==> src/rtl/ps2_kbd_rx_if.sv <==
// ps2_kbd_rx_if: byte stream from the PS/2 keyboard receiver to the core.
// The receiver drives data/valid and the consumer drives ready.
// With PS2_KBD_EXT_DECODE_EN defined, the extended/release flags travel
// alongside each byte.
interface ps2_kbd_rx_if;
   logic [7:0] rx_data;
   logic       rx_valid;
   logic       rx_ready;
`ifdef PS2_KBD_EXT_DECODE_EN
   logic       rx_ext;
   logic       rx_release;

   modport master (output rx_data, rx_valid, rx_ext, rx_release, input rx_ready);
   modport slave  (input rx_data, rx_valid, rx_ext, rx_release, output rx_ready);
`else
   modport master (output rx_data, rx_valid, input rx_ready);
   modport slave  (input rx_data, rx_valid, output rx_ready);
`endif
endinterface

==> src/rtl/ps2_kbd_rx.sv <==
// ps2_kbd_rx: PS/2 keyboard receiver.
// The receiver synchronises and deglitches ps2_clk/ps2_data, then deserialises
// 11-bit frames (start, 8 data bits LSB-first, odd parity, stop). Good bytes are
// buffered in a first-word-fall-through FIFO.
// Optional feature macro: PS2_KBD_EXT_DECODE_EN folds the E0/F0 prefixes into
// rx_ext/rx_release flags that are stored with each byte.
module ps2_kbd_rx #(
   parameter int FILTER_LEN     = 4,
   parameter int TIMEOUT_CYCLES = 50000,
   parameter int FIFO_BITS      = 3
) (
   input  logic         clk,
   input  logic         reset,
   input  logic         ps2_clk,
   input  logic         ps2_data,
   ps2_kbd_rx_if.master bus,
   output logic         rx_overflow,
   output logic         err_parity,
   output logic         err_frame,
   output logic [7:0]   err_count,
   output logic         busy
);

`ifdef PS2_KBD_EXT_DECODE_EN
   localparam int W = 10;
`else
   localparam int W = 8;
`endif
   localparam int          DEPTH     = 2**FIFO_BITS;
   localparam logic [3:0]  FLT_LAST  = 4'(FILTER_LEN - 1);
   localparam logic [16:0] TMO_LIMIT = 17'(TIMEOUT_CYCLES);

   typedef enum logic [1:0] {S_IDLE, S_DATA, S_PARITY, S_STOP} state_t;

   logic [1:0]  clk_sync, data_sync;
   logic [1:0]  flt;                 // [0] = filtered clk, [1] = filtered data
   logic [3:0]  flt_cnt [2];
   logic        flt_clk_q;
   logic        fe, d;
   state_t      state, state_n;
   logic [7:0]  shreg;
   logic [2:0]  bit_cnt;
   logic        acc, parity_ok;
   logic [16:0] tmo_cnt;
   logic        tmo_hit;
   logic        ev_frame, ev_par, ev_ovf, byte_done;
   logic        push_q;
   logic [W-1:0] push_word;
   logic [W-1:0] mem [DEPTH];
   logic [FIFO_BITS:0] wptr, rptr;
   logic        empty, full, pop, wr_en;
   logic [W-1:0] head;

   // Two-flop synchronisers; both lines idle high.
   always_ff @(posedge clk or posedge reset) begin
      if (reset) begin
         clk_sync  <= 2'b11;
         data_sync <= 2'b11;
      end else begin
         // NOTE: sequential state uses non-blocking assignments so every flop samples pre-edge values.
         clk_sync  <= {clk_sync[0], ps2_clk};
         data_sync <= {data_sync[0], ps2_data};
      end
   end

   // Counter filters: a line flips after FILTER_LEN consecutive differing samples.
   always_ff @(posedge clk or posedge reset) begin
      if (reset) begin
         flt       <= 2'b11;
         flt_clk_q <= 1'b1;
         for (int i = 0; i < 2; i++) flt_cnt[i] <= '0;
      end else begin
         flt_clk_q <= flt[0];
         for (int i = 0; i < 2; i++) begin
            if ((i == 0 ? clk_sync[1] : data_sync[1]) == flt[i]) begin
               flt_cnt[i] <= '0;
            end else if (flt_cnt[i] == FLT_LAST) begin
               flt[i]     <= ~flt[i];
               flt_cnt[i] <= '0;
            end else begin
               flt_cnt[i] <= flt_cnt[i] + 4'd1;
            end
         end
      end
   end

   assign fe      = flt_clk_q & ~flt[0];
   assign d       = flt[1];
   assign tmo_hit = (state != S_IDLE) && !fe && (tmo_cnt == TMO_LIMIT);

   // Frame FSM state register.
   always_ff @(posedge clk or posedge reset) begin
      if (reset) state <= S_IDLE;
      else       state <= state_n;
   end

   // Frame FSM next state and per-frame verdicts.
   always_comb begin
      // NOTE: defaults first so no path leaves a combinational output unassigned (no latches).
      state_n   = state;
      ev_frame  = 1'b0;
      ev_par    = 1'b0;
      byte_done = 1'b0;
      if (tmo_hit) begin
         state_n  = S_IDLE;
         ev_frame = 1'b1;
      end else if (fe) begin
         unique case (state)
            S_IDLE:   if (!d) state_n = S_DATA; else ev_frame = 1'b1;
            S_DATA:   if (bit_cnt == 3'd7) state_n = S_PARITY;
            S_PARITY: state_n = S_STOP;
            S_STOP: begin
               state_n = S_IDLE;
               if (!d)             ev_frame  = 1'b1;
               else if (!parity_ok) ev_par   = 1'b1;
               else                byte_done = 1'b1;
            end
            default:  state_n = S_IDLE;
         endcase
      end
   end

   // Deserialiser, parity accumulator and inter-edge timeout counter.
   always_ff @(posedge clk or posedge reset) begin
      if (reset) begin
         shreg     <= '0;
         bit_cnt   <= '0;
         acc       <= 1'b1;
         parity_ok <= 1'b0;
         tmo_cnt   <= '0;
      end else begin
         tmo_cnt <= (state == S_IDLE || fe) ? 17'd0 : tmo_cnt + 17'd1;
         if (fe) begin
            unique case (state)
               S_IDLE: begin
                  bit_cnt <= '0;
                  acc     <= 1'b1;
               end
               S_DATA: begin
                  shreg   <= {d, shreg[7:1]};
                  acc     <= acc ^ d;
                  bit_cnt <= bit_cnt + 3'd1;
               end
               S_PARITY: parity_ok <= ~(acc ^ d);
               default: ;
            endcase
         end
      end
   end

`ifdef PS2_KBD_EXT_DECODE_EN
   logic ext_flag, rel_flag;

   // Prefix folding: E0/F0 set flags; the next byte is pushed with them.
   always_ff @(posedge clk or posedge reset) begin
      if (reset) begin
         push_q    <= 1'b0;
         push_word <= '0;
         ext_flag  <= 1'b0;
         rel_flag  <= 1'b0;
      end else begin
         push_q <= 1'b0;
         if (ev_frame || ev_par || ev_ovf) begin
            ext_flag <= 1'b0;
            rel_flag <= 1'b0;
         end
         if (byte_done) begin
            if (shreg == 8'hE0) begin
               ext_flag <= 1'b1;
            end else if (shreg == 8'hF0) begin
               rel_flag <= 1'b1;
            end else begin
               push_q    <= 1'b1;
               push_word <= {ext_flag, rel_flag, shreg};
               ext_flag  <= 1'b0;
               rel_flag  <= 1'b0;
            end
         end
      end
   end
`else
   // Every good byte is queued for the FIFO one cycle after the stop bit.
   always_ff @(posedge clk or posedge reset) begin
      if (reset) begin
         push_q    <= 1'b0;
         push_word <= '0;
      end else begin
         push_q <= byte_done;
         if (byte_done) push_word <= shreg;
      end
   end
`endif

   assign empty  = (wptr == rptr);
   assign full   = (wptr[FIFO_BITS] != rptr[FIFO_BITS]) &&
                   (wptr[FIFO_BITS-1:0] == rptr[FIFO_BITS-1:0]);
   assign pop    = !empty && bus.rx_ready;
   assign wr_en  = push_q && (!full || pop);
   assign ev_ovf = push_q && full && !pop;

   // FIFO storage.
   always_ff @(posedge clk) begin
      // NOTE: storage is not reset; entries are only visible once written, and output is gated while empty.
      if (wr_en) mem[wptr[FIFO_BITS-1:0]] <= push_word;
   end

   // FIFO pointers, each with an extra wrap bit.
   always_ff @(posedge clk or posedge reset) begin
      if (reset) begin
         wptr <= '0;
         rptr <= '0;
      end else begin
         if (wr_en) wptr <= wptr + 1'b1;
         if (pop)   rptr <= rptr + 1'b1;
      end
   end

   assign head          = mem[rptr[FIFO_BITS-1:0]];
   assign bus.rx_valid  = !empty;
   assign bus.rx_data   = empty ? 8'h00 : head[7:0];
`ifdef PS2_KBD_EXT_DECODE_EN
   assign bus.rx_ext     = !empty && head[9];
   assign bus.rx_release = !empty && head[8];
`endif
   assign busy = (state != S_IDLE);

   // Error pulses and the saturating event counter, updated on the same edge.
   always_ff @(posedge clk or posedge reset) begin
      if (reset) begin
         err_parity  <= 1'b0;
         err_frame   <= 1'b0;
         rx_overflow <= 1'b0;
         err_count   <= '0;
      end else begin
         err_parity  <= ev_par;
         err_frame   <= ev_frame;
         rx_overflow <= ev_ovf;
         if ((ev_par || ev_frame || ev_ovf) && err_count != 8'hFF)
            err_count <= err_count + 8'd1;
      end
   end

endmodule
==> src/flat_wrapper.sv <==
// flat-port wrapper written by rule: the top's interface ports become plain ports
module ps2_kbd_rx_flat 
#(
   parameter int FILTER_LEN     = 4,
   parameter int TIMEOUT_CYCLES = 50000,
   parameter int FIFO_BITS      = 3
)
  (clk, reset, ps2_clk, ps2_data, rx_overflow, err_parity, err_frame, err_count, busy, bus_rx_data, bus_rx_valid, bus_rx_ready);
  ps2_kbd_rx_if bus_i ();
  input  logic clk;
  input  logic reset;
  input  logic ps2_clk;
  input  logic ps2_data;
  output logic rx_overflow;
  output logic err_parity;
  output logic err_frame;
  output logic [7:0] err_count;
  output logic busy;
  output wire logic [$bits(bus_i.rx_data)-1:0] bus_rx_data;
  output wire logic [$bits(bus_i.rx_valid)-1:0] bus_rx_valid;
  input wire logic [$bits(bus_i.rx_ready)-1:0] bus_rx_ready;
  assign bus_rx_data = bus_i.rx_data;
  assign bus_rx_valid = bus_i.rx_valid;
  assign bus_i.rx_ready = bus_rx_ready;
  ps2_kbd_rx #(.FILTER_LEN(FILTER_LEN), .TIMEOUT_CYCLES(TIMEOUT_CYCLES), .FIFO_BITS(FIFO_BITS)) u_core (.clk(clk), .reset(reset), .ps2_clk(ps2_clk), .ps2_data(ps2_data), .bus(bus_i), .rx_overflow(rx_overflow), .err_parity(err_parity), .err_frame(err_frame), .err_count(err_count), .busy(busy));
endmodule
==> config.mk <==
export PLATFORM = sky130hd
export DESIGN_NAME = ps2_kbd_rx_flat
export DESIGN_NICKNAME = d
export VERILOG_FILES = /design/src/rtl/ps2_kbd_rx_if.sv /design/src/rtl/ps2_kbd_rx.sv /design/src/flat_wrapper.sv
export SDC_FILE = /design/constraint.sdc
export NUM_CORES = 1
export LEC_CHECK = 0
export CORE_ASPECT_RATIO = 0.7
export CORE_MARGIN = 2
export CORE_UTILIZATION = 40
export DETAILED_ROUTE_END_ITERATION = 8
export GPL_ROUTABILITY_DRIVEN = 0
export PLACE_DENSITY_LB_ADDON = 0.1
export SYNTH_ARGS = -nofsm -noshare
export SYNTH_HDL_FRONTEND = slang
export SYNTH_SLANG_ARGS = --single-unit
==> constraint.sdc <==
create_clock -name clk -period 3.49 [get_ports clk]
set_input_delay 1.047 -clock clk [delete_from_list [all_inputs] [get_ports clk]]
set_output_delay 1.047 -clock clk [all_outputs]
set_load 0.05 [all_outputs]
==> reports/metrics.sh <==
MAX_SLEW.WORST_PIN.SLEW_PS=861
POSTPLACECELLAREA_UM2=6460
NNETSFINAL=487
TIMING.HOLD.WS_PS=357
CTS-RESIZED-GATES=0
FINALMAXSLEWVIOLATIONS=0
GRT_PASS1_WL_UM=18100
MIN_PERIOD_OVER_PERIOD_PCT=92.0
SOURCE_OF_THE_WORST_REGISTER_TO_REGISTER_TIMING_PATH='u_core.rptr[0]'
SYN-NUM-NETS=443
CRITICAL_PATH_PEAK_FANOUT=20
YS_DOMINANT_REG_CELL='dfrtp_1'
INTERNAL_POWER_mW=3.44
IRDROPWORSTVDD_mV=0.353
POST_SYNTHESIS_AREA_PER_INSTANCE_UM2=14.1
HP-START='u_core.clk_sync[0]'
DRC=0
TIMING.CRITICAL_PATH.MAX_DELAY_FAMILY='multiplexers'
SYNTH_ENABLE_FLOP_CELLS=64
MAXCAPVIOLCOUNT=0
AREA.SEQUENTIAL_UM2=3810
NUMBER_OF_BUFFERS_ON_THE_LONGEST_CLOCK_PATH=2
YOSYSWARNINGS=0
CRITICAL_PATH_ARRIVAL_PS=2160
PERIOD_MINUS_SLACK_PS=3210
TRITONCTS.NUM_BUFFERS=17
RUN_STATUS='finished, final reports clean'
CP-ENDPOINT='bus_rx_data[6]'
DRIVE_ABOVE_1_SHARE_PCT=18.9
CLK-INSERTION-DELAY-LATE_PS=410
PWR-SHARE-SEQ_PCT=40.9
FLOORPLAN.CORE_AREA_UM2=14600
CP-START-KIND='flip-flop'
CTS.HOLD.BUFFERS_ADDED=0
POWER.SHARE.COMBINATIONAL_PCT=28.2
ANTENNA_FOUND_INITIAL=0
END_KIND='output port'
ANTENNA_LEFT=0
CRITPATHKIND='flip-flop to output port'
DIE_W_UM=150
DRT_PASS1_ITERATIONS=4
DIEHEIGHT_UM=106
POSTLAYOUTCELLAREA_UM2=6980
CPMAXSTAGEDELAYCELL='mux4_2'
SYNTH.FF_LATCH_COUNT=139
FINAL-HOLD-VIOLATION-COUNT=0
GRT_START_MAX_NET_PINS=49
YOSYS.CELL_COUNT.TOP_TYPE='dfrtp_1'
WIRE_PER_INST_UM=16.3
REG2REG_TO='u_core.err_count[1]'
POWER.SWITCHING_FRACTION_PCT=33.2
HTREE_NUM_LEVELS=4
GRT_OVERFLOW_TOTAL=0
PLACE.DETAILED.INSTANCES=644
POWER.SHARE.CLOCK_PCT=30.9
R2R_SETUP_SLACK_PS=1260
CP.REQUIRED_PS=2440
POWER.DENSITY_nW_PER_UM2=738
POSTSYNTHCELLCOUNT=424
SHARE_OF_SYNTHESIZED_REGISTERS_CARRYING_AN_ASYNC_SET_OR_RESET_PCT=54.0
TRITONCTS_CLOCK_TREE='done'
WORST_SETUP_HOLD_PATH_CLK_SLEW_PS=60
HOLD_PATH_CLASS='flip-flop to flip-flop'
CLOCK_TREE.ROOT_CELL='clkbuf_16'
ROUTED_WL_UM=11000
NUMPORTBUFFERS=25
FINAL_CELL_COUNT_NO_FILL=676
DIODES=0
IOPINCOUNT=26
COMBINED_GLOBAL_ROUTE_UTILIZATION_OF_ALL_METAL_LAYERS_PCT=15.4
STARTPOINT='u_core.rptr[0]'
WORST-PATH-BUF-INV=2
MAX_SLEW_MARGIN_PCT=42.6
FINALSETUPVIOLATIONS=0
SYNTH_TOP_AREA_SHARE_PCT=32.2
POST_SYNTH_INSTANCE_AREA_UM2=5960
FP.DIEAREA_UM2=15900
FIRST_GLOBAL_VIAS=3428
POST_SYNTH_MAIN_AREA_CONTRIBUTORS='edfxtp_1, dfrtp_1, mux4_2'
SYNTHDOMINANTAREACELLTYPE='edfxtp_1'
MOST_FREQUENT_CELLS_AFTER_SYNTHESIS='dfrtp_1, edfxtp_1, nand2_1, nor2_1, xnor2_1'
SYNTHDISTINCTLIBCELLS=49
DETAIL_ROUTE.ITER0.VIOLATIONS=198
INITIAL_UTILIZATION_PCT=40.8
HPWL_AFTER_DETAILED_PLACEMENT_UM=7150
POST-CTS-SETUP-BUFFERS=0
FINAL.SETUP.TNS_PS=0
WORST_R2R_PATH_DEPTH=6
CP_SLOWEST_STAGE_DELAY_PS=570
WORST_PATH_MOST_REPEATED_CELL='buf_4'
FMAX_MHz=312
CRIT_CHAIN='buf_4 -> mux4_2 -> mux2i_1 -> nor2_1 -> buf_4'
ROUTE.VIAS.TOTAL=3423
TOTAL_NUMBER_OF_CLOCK_TREE_SINKS=139
FINCLKSKEW_PS=7.86
RSZ0062_AT_GRT='false'
AREA_TAKEN_BY_MULTI_INPUT_LOGIC_GATES_UM2=2010
VIAS_PER_CELL=5.06
AREA_GROWTH_SYN_TO_LAYOUT_PCT=17.0
NUM-FILL-CELLS=1301
NUM_ROWS=37
PATH_DEPTH=5
TOTAL_LEAKAGE_POWER_nW=2.85
YOSYSSEQAREASHARE_PCT=63.9
NETSWITCHINGPOWER_mW=1.71
==> layer usage <==
metal | part of all wire (%) | vias to the layer above | wire length [um] | global-route usage [%]
met5 | 0 | - | 0 | 0
met4 | 0.88 | 0 | 97 | 5.86
met3 | 4.2 | 6 | 462 | 4.98
met2 | 44 | 58 | 4820 | 21.8
met1 | 51 | 1739 | 5660 | 22.2
li1 | - | 1620 | - | -
==> power by group through the flow <==
stage	Clock, mW	Sequential [mW]	Combinational, mW
6_report	1.59	2.11	1.45
5_1_grt	1.72	2.14	1.59
4_1_cts	1.64	2.11	1.47
3_5_place_dp	0	2.14	1.47
3_3_place_gp	0	2.13	1.45
2_1_floorplan	0	2.17	1.06
==> sequential cells by signal, summed over array words and instances (netlist names) <==
name,count
u_core.acc,1
u_core.bit_cnt,3
u_core.clk_sync,2
u_core.data_sync,2
u_core.err_count,8
u_core.err_frame,1
u_core.err_parity,1
u_core.flt,2
u_core.flt_clk_q,1
u_core.flt_cnt,8
u_core.mem,64
u_core.parity_ok,1
u_core.push_q,1
u_core.push_word,8
u_core.rptr,4
u_core.rx_overflow,1
u_core.shreg,8
u_core.state,2
u_core.tmo_cnt,17
u_core.wptr,4
==> worst min-delay path by stage <==
stage / endpoint / slack (ps) / cells after the start
after detailed placement: u_core.clk_sync[1] / 350 / 0
after CTS: u_core.clk_sync[1] / 360 / 0
final: u_core.clk_sync[1] / 360 / 0
after global placement: u_core.clk_sync[1] / 350 / 0
after global routing: u_core.data_sync[1] / 360 / 0
after floorplan: u_core.clk_sync[1] / 350 / 0
==> per-stage QoR <==
step           total power, mW  setup WS, ps  utilization, %
3_3_place_gp              3.59           622            44.2
5_1_grt                   5.44           131            47.7
6_report                  5.15           280            47.7
4_1_cts                   5.22           217            47.7
2_1_floorplan             3.23           546               -
3_5_place_dp              3.60           600            44.2
==> layout make-up <==
| class | count | area share, % |
|---|---|---|
| repair buffers | 38 | 4.84 |
| multi-input cells | 257 | 28.8 |
| clock inverters | 12 | 1.17 |
| well taps | 195 | 3.50 |
| flip-flops and latches | 139 | 54.6 |
| clock buffers | 20 | 6.26 |
| inverters | 15 | 0.825 |
==> worst reg2reg max path: stages, from the launching register on <==
cell and delay (ps):
dfrtp_1 320, buf_4 350, xnor2_2 160, nand3_2 120, or4b_4 570, a21oi_1 240
mux2_1 350
==> kinds of logic after synthesis <==
| logic type | Yosys count | share of synthesized area (%) |
|---|---|---|
| compound gates | 31 | 3.78 |
| buf+inv | 28 | 2.39 |
| fa+ha+maj | 14 | 2.94 |
| mux | 39 | 10.3 |
| simple gates | 141 | 11.5 |
| flops | 139 | 63.9 |
| xor+xnor | 32 | 5.27 |
==> cells in the final DEF, fill, tap and decap left out, types with 3 or more instances in the layout <==
master	instances
dfrtp_1	67
nand2b_1	4
clkinv_2	9
mux4_2	14
a211oi_1	3
and4_1	4
nand3_1	13
or3_1	3
buf_4	21
nor3_1	8
xnor2_1	15
nand4_1	5
edfxtp_1	64
a21oi_1	10
nor2b_1	5
dfstp_2	8
a32o_1	3
ha_1	14
mux2_2	12
nor4_1	4
nor2_1	34
nand2_1	49
clkinv_1	4
mux2i_1	9
xor2_1	14
o21ai_0	8
clkdlybuf4s50_1	16
clkbuf_16	17
inv_1	13
clkbuf_1	3
(Power assumes the default switching activity.)
==> RTL edit 1, RTL diff (config.mk and constraints unchanged) <==
Re-encode `state_t` (4 states) as Gray code, 2 bits wide.
--- a/src/rtl/ps2_kbd_rx.sv
+++ b/src/rtl/ps2_kbd_rx.sv
@@ -32,3 +32,3 @@
 
-   typedef enum logic [1:0] {S_IDLE, S_DATA, S_PARITY, S_STOP} state_t;
+   typedef enum logic [1:0] {S_IDLE = 2'b00, S_DATA = 2'b01, S_PARITY = 2'b11, S_STOP = 2'b10} state_t;
 
Function: same outputs for any inputs over 10 cycles, from zero or initial values and one cycle with reset high; not proved beyond that.
==> RTL edit 1 against the unedited design <==
  * Synthesized area down 1.8%
  * Routed wire length up 0.52%
  * Die area down 1.8%
  * Worst setup slack better by 0.046 ns
  * Sequential cell count unchanged
  * Cell area up 0.88%
  * Non-clock buffer count up 2
  * Critical endpoint is now bus_rx_data[5]
  * Highest routed layer unchanged
Power is not compared: it rests on default switching activity, and its combinational part moved more than twofold at a synthesized area within 25%.
==> RTL edit 1: results <==
group,metric,value,unit
run_status,outcome,"completed",
yosys,yosys-top-cells-count,"67 x dfrtp_1, 64 x edfxtp_1, 44 x nand2_1, 36 x nor2_1",
drt,drt_iter0_drc,191,
global_routing,grtUsageMet2,0.210,
finish,drive_gt1_frac,0.209,
drt,met2_length,4630,µm
yosys,netlist-cell-type-count,48,
critical_path,endpoint,"bus_rx_data[5]",
yosys,synth.net_count,428,
critical_path,r2r_start,"u_core.flt[0]$_DFFE_PP1P_",
drt,vias_per_cell,5.00,
global_routing,met1_usage,0.244,
global_routing,grt_max_degree,34,
critical_path,critPathMaxStageDelay,0.55,ns
placed_design,hpwl,7660,µm
global_routing,grt_pass1_wl,18500,µm
drt,drt-total-wl,11100,µm
sta,fmax,0.316,GHz
yosys,synth_area_leaders,"edfxtp_1 33%, dfrtp_1 29%, mux4_2 6.2%",
sta,holdWs,0.350,ns
drt,wl_met1,5970,µm
critical_path,reg2reg_to,"u_core.err_count[4]$_DFFE_PP0P_",
drt,route.met3.wl,434,µm
finish,multi_input_area,0.00197,mm²
sta,finClkSkew,0.0157,ns
finish,nets,475,
global_routing,grt_pass1_vias,3382,
placed_design,placed_cell_area,0.00638,mm²
placed_design,dp.cells,632,
critical_path,r2r_cells,5,
critical_path,worst-r2r-setup-slack,1.04,ns
finish,fillers,1206,
yosys,avgSynthCellArea,14.1,µm²
drt,vias,3322,
-- RTL edit 1: changes by cell type after synthesis, sizes merged, moves of 5 or more --
cell | before | now
o211ai | 0 | 6
buf | 8 | 3
nand2 | 49 | 44
inv | 14 | 6
ha | 14 | 9
-- RTL edit 1: layout make-up --
type,count,area share
repair buffers,40,0.0483
inverters,7,0.00373
clock inverters,13,0.0316
clock buffers,19,0.0615
well taps,190,0.0338
flip-flops and latches,139,0.541
multi-input cells,256,0.280
-- RTL edit 1: cell families (layout without fill, tap and decap cells) --
group,after synthesis,in the layout,share of synthesized area
xor gates and xnor gates,34,34,0.0509
AOI/OAI and AO/OA,24,24,0.0288
adders and majority gates,9,9,0.0192
and+or+nand+nor,149,149,0.131
DFF,139,139,0.650
muxes,40,40,0.107
buffers and inverters,19,79,0.0128
-- RTL edit 1: worst reg2reg max path: stages (launching register included) --
cell	delay, ns
dfstp_2	0.57
nand2b_1	0.25
nand2_1	0.44
o31ai_4	0.61
o21ai_1	0.14
mux2_1	0.33
==> RTL edit 2, RTL diff (same settings) <==
Without the edit above. `FIFO_BITS` is set to 3 in 2 places; all go to 5.
--- a/src/rtl/ps2_kbd_rx.sv
+++ b/src/rtl/ps2_kbd_rx.sv
@@ -9,3 +9,3 @@
    parameter int TIMEOUT_CYCLES = 50000,
-   parameter int FIFO_BITS      = 3
+   parameter int FIFO_BITS      = 5
 ) (
--- a/src/flat_wrapper.sv
+++ b/src/flat_wrapper.sv
@@ -5,3 +5,3 @@
    parameter int TIMEOUT_CYCLES = 50000,
-   parameter int FIFO_BITS      = 3
+   parameter int FIFO_BITS      = 5
 )
Formal check against the unedited RTL: no difference found for any inputs over 10 cycles, from zero or initial values and one cycle with reset high; that may be too few to reach the edited logic, so the function may still have changed.
==> RTL edit 2 against the unedited design <==
  * The flow now finishes with violations (setup timing)
  * Routed wire length grew to 3.0 times the old value
  * Sequential cell count increased by 196
  * Total power is 130% higher
  * Count of clock-buffer cells in the layout rose by 26
  * Cell area up 140%
  * Synthesized area increased by 130%
  * Worst setup slack got worse by 0.46 ns
  * Register-to-register slack got worse by 0.97 ns
  * Sequential power increased by 130%
  * Non-clock buffer count grew 82
  * Fmax shrank 12%
  * Hold slack got worse by 0.00059 ns
  * Largest cell class unchanged
  * Highest routed layer unchanged
==> RTL edit 2: results <==
group,metric,value,unit
finish,drive_gt1_frac,0.277,
sta,finClkSkew,0.0107,ns
finish,buf_share,0.0721,
yosys,yosys-top-cells-count,"256 x edfxtp_1, 71 x dfrtp_1, 66 x nand2_1, 63 x nor2_1, 48 x mux2i_1",
drt,firstDrtPassIters,5,
critical_path,r2r_cells,12,
yosys,postSynth.asyncResetShare,0.236,
yosys,synth_edf_count,256,
power_and_ir_drop,max-vdd-ir-drop,0.000423,V
finish,nets,996,
sta,tightest_slew,0.691,ns
hold_path,hold_class,"flip-flop to flip-flop",
critical_path,reg2reg_to,"u_core.mem[10][7]$_DFFE_PP_",
finish,largest_reg_flops,256,
yosys,seq_area_frac_synth,0.705,
drt,vias_per_cell,5.43,
global_routing,grt_max_degree,35,
cts,clkLatencyLatePin,0.52,ns
yosys,synth_area_leaders,"edfxtp_1 56%, dfrtp_1 13%, mux4_2 6.6%",
critical_path,path_depth,7,
finish,clk_share,0.0668,
yosys,synth_compound_area_frac,0.0398,
sta,timing.final.ws_setup,-0.177,ns
run_status,violations,"setup timing",
critical_path,worst-r2r-setup-slack,0.29,ns
finish,seqAreaFraction,0.581,
placed_design,hpwl,20900,µm
power_and_ir_drop,p_leak,6.23,nW
cts,cts-htree-levels,2,
run_status,outcome,"complete, but fails checks",
global_routing,grt_pass1_wl,50300,µm
yosys,synth-xor-area-share,0.0243,
sta,setup_viol,8,
yosys,netlist-cell-type-count,53,
placed_design,placed_cell_area,0.0150,mm²
finish,clockBufferCount,46,
power_and_ir_drop,internal_power,0.00827,W
finish,inv_count,16,
yosys,synth_adder_area_share,0.0155,
critical_path,cp_data_arrival_time,2.62,ns
critical_path,critPathMaxStageDelay,0.55,ns
global_routing,track_usage,0.190,
global_routing,grt_pass1_vias,7973,
drt,drt_iter0_drc,597,
finish,buffers_excl_clock,120,
yosys,synth-seq-cells,335,
yosys,synth.net_count,874,
global_routing,antenna_found_initial,1,
drt,drt-total-wl,33100,µm
yosys,yosys_most_used_dff,"edfxtp_1",
finish,syn2layout_area_growth,21.4,%
finish,multi_input_area_share,0.243,
finish,multi_input_cells,467,
yosys,synth_area,0.0137,mm²
[RTL edit 2: cell count changes in the layout (fill, tap and decap cells not counted), sizes merged, moves of 14 or more]
cell	change
edfxtp	+192
clkbuf	+26
mux2i	+39
nor2	+29
and3	+14
o21ai	+19
buf	+82
mux4	+24
nand2	+18
[RTL edit 2: timing repair]
action	in CTS	in global routing
pin swaps	17	6
buffers inserted	13	1
setup endpoints to repair	8	9
endpoints found under the hold margin	0	0
gates cloned	4	0
resized for setup	86	14
[RTL edit 2: per-stage QoR]
step / hold WS (ns) / TNS, ns / std cells / worst slack (ns) / utilization
final: 0.356 / -1.08 / 1435 / -0.177 / 0.495
after CTS: 0.358 / -1.37 / 1435 / -0.228 / 0.494
after global routing: 0.364 / -1.69 / 1435 / -0.243 / 0.495
after detailed placement: 0.348 / -0.884 / 1358 / -0.310 / 0.445
after floorplan: 0.345 / 0 / 852 / 0.356 / -
after global placement: 0.350 / -0.832 / 1358 / -0.284 / 0.445
[RTL edit 2: power by group through the flow]
stage / combinational [W] / sequential [W] / clock, W
2_1_floorplan: 0.00197 / 0.00479 / 0
3_3_place_gp: 0.00283 / 0.00483 / 0
3_5_place_dp: 0.00288 / 0.00485 / 0
4_1_cts: 0.00361 / 0.00476 / 0.00372
5_1_grt: 0.00388 / 0.00479 / 0.00387
6_report: 0.00364 / 0.00476 / 0.00363
[RTL edit 2: routing by layer]
metal | vias to the layer above | GRT usage | wire (µm)
met5 | - | 0 | 0
met4 | 0 | 0.0449 | 501
met3 | 39 | 0.0364 | 1580
met2 | 183 | 0.284 | 14900
met1 | 4076 | 0.288 | 16200
li1 | 3489 | - | -
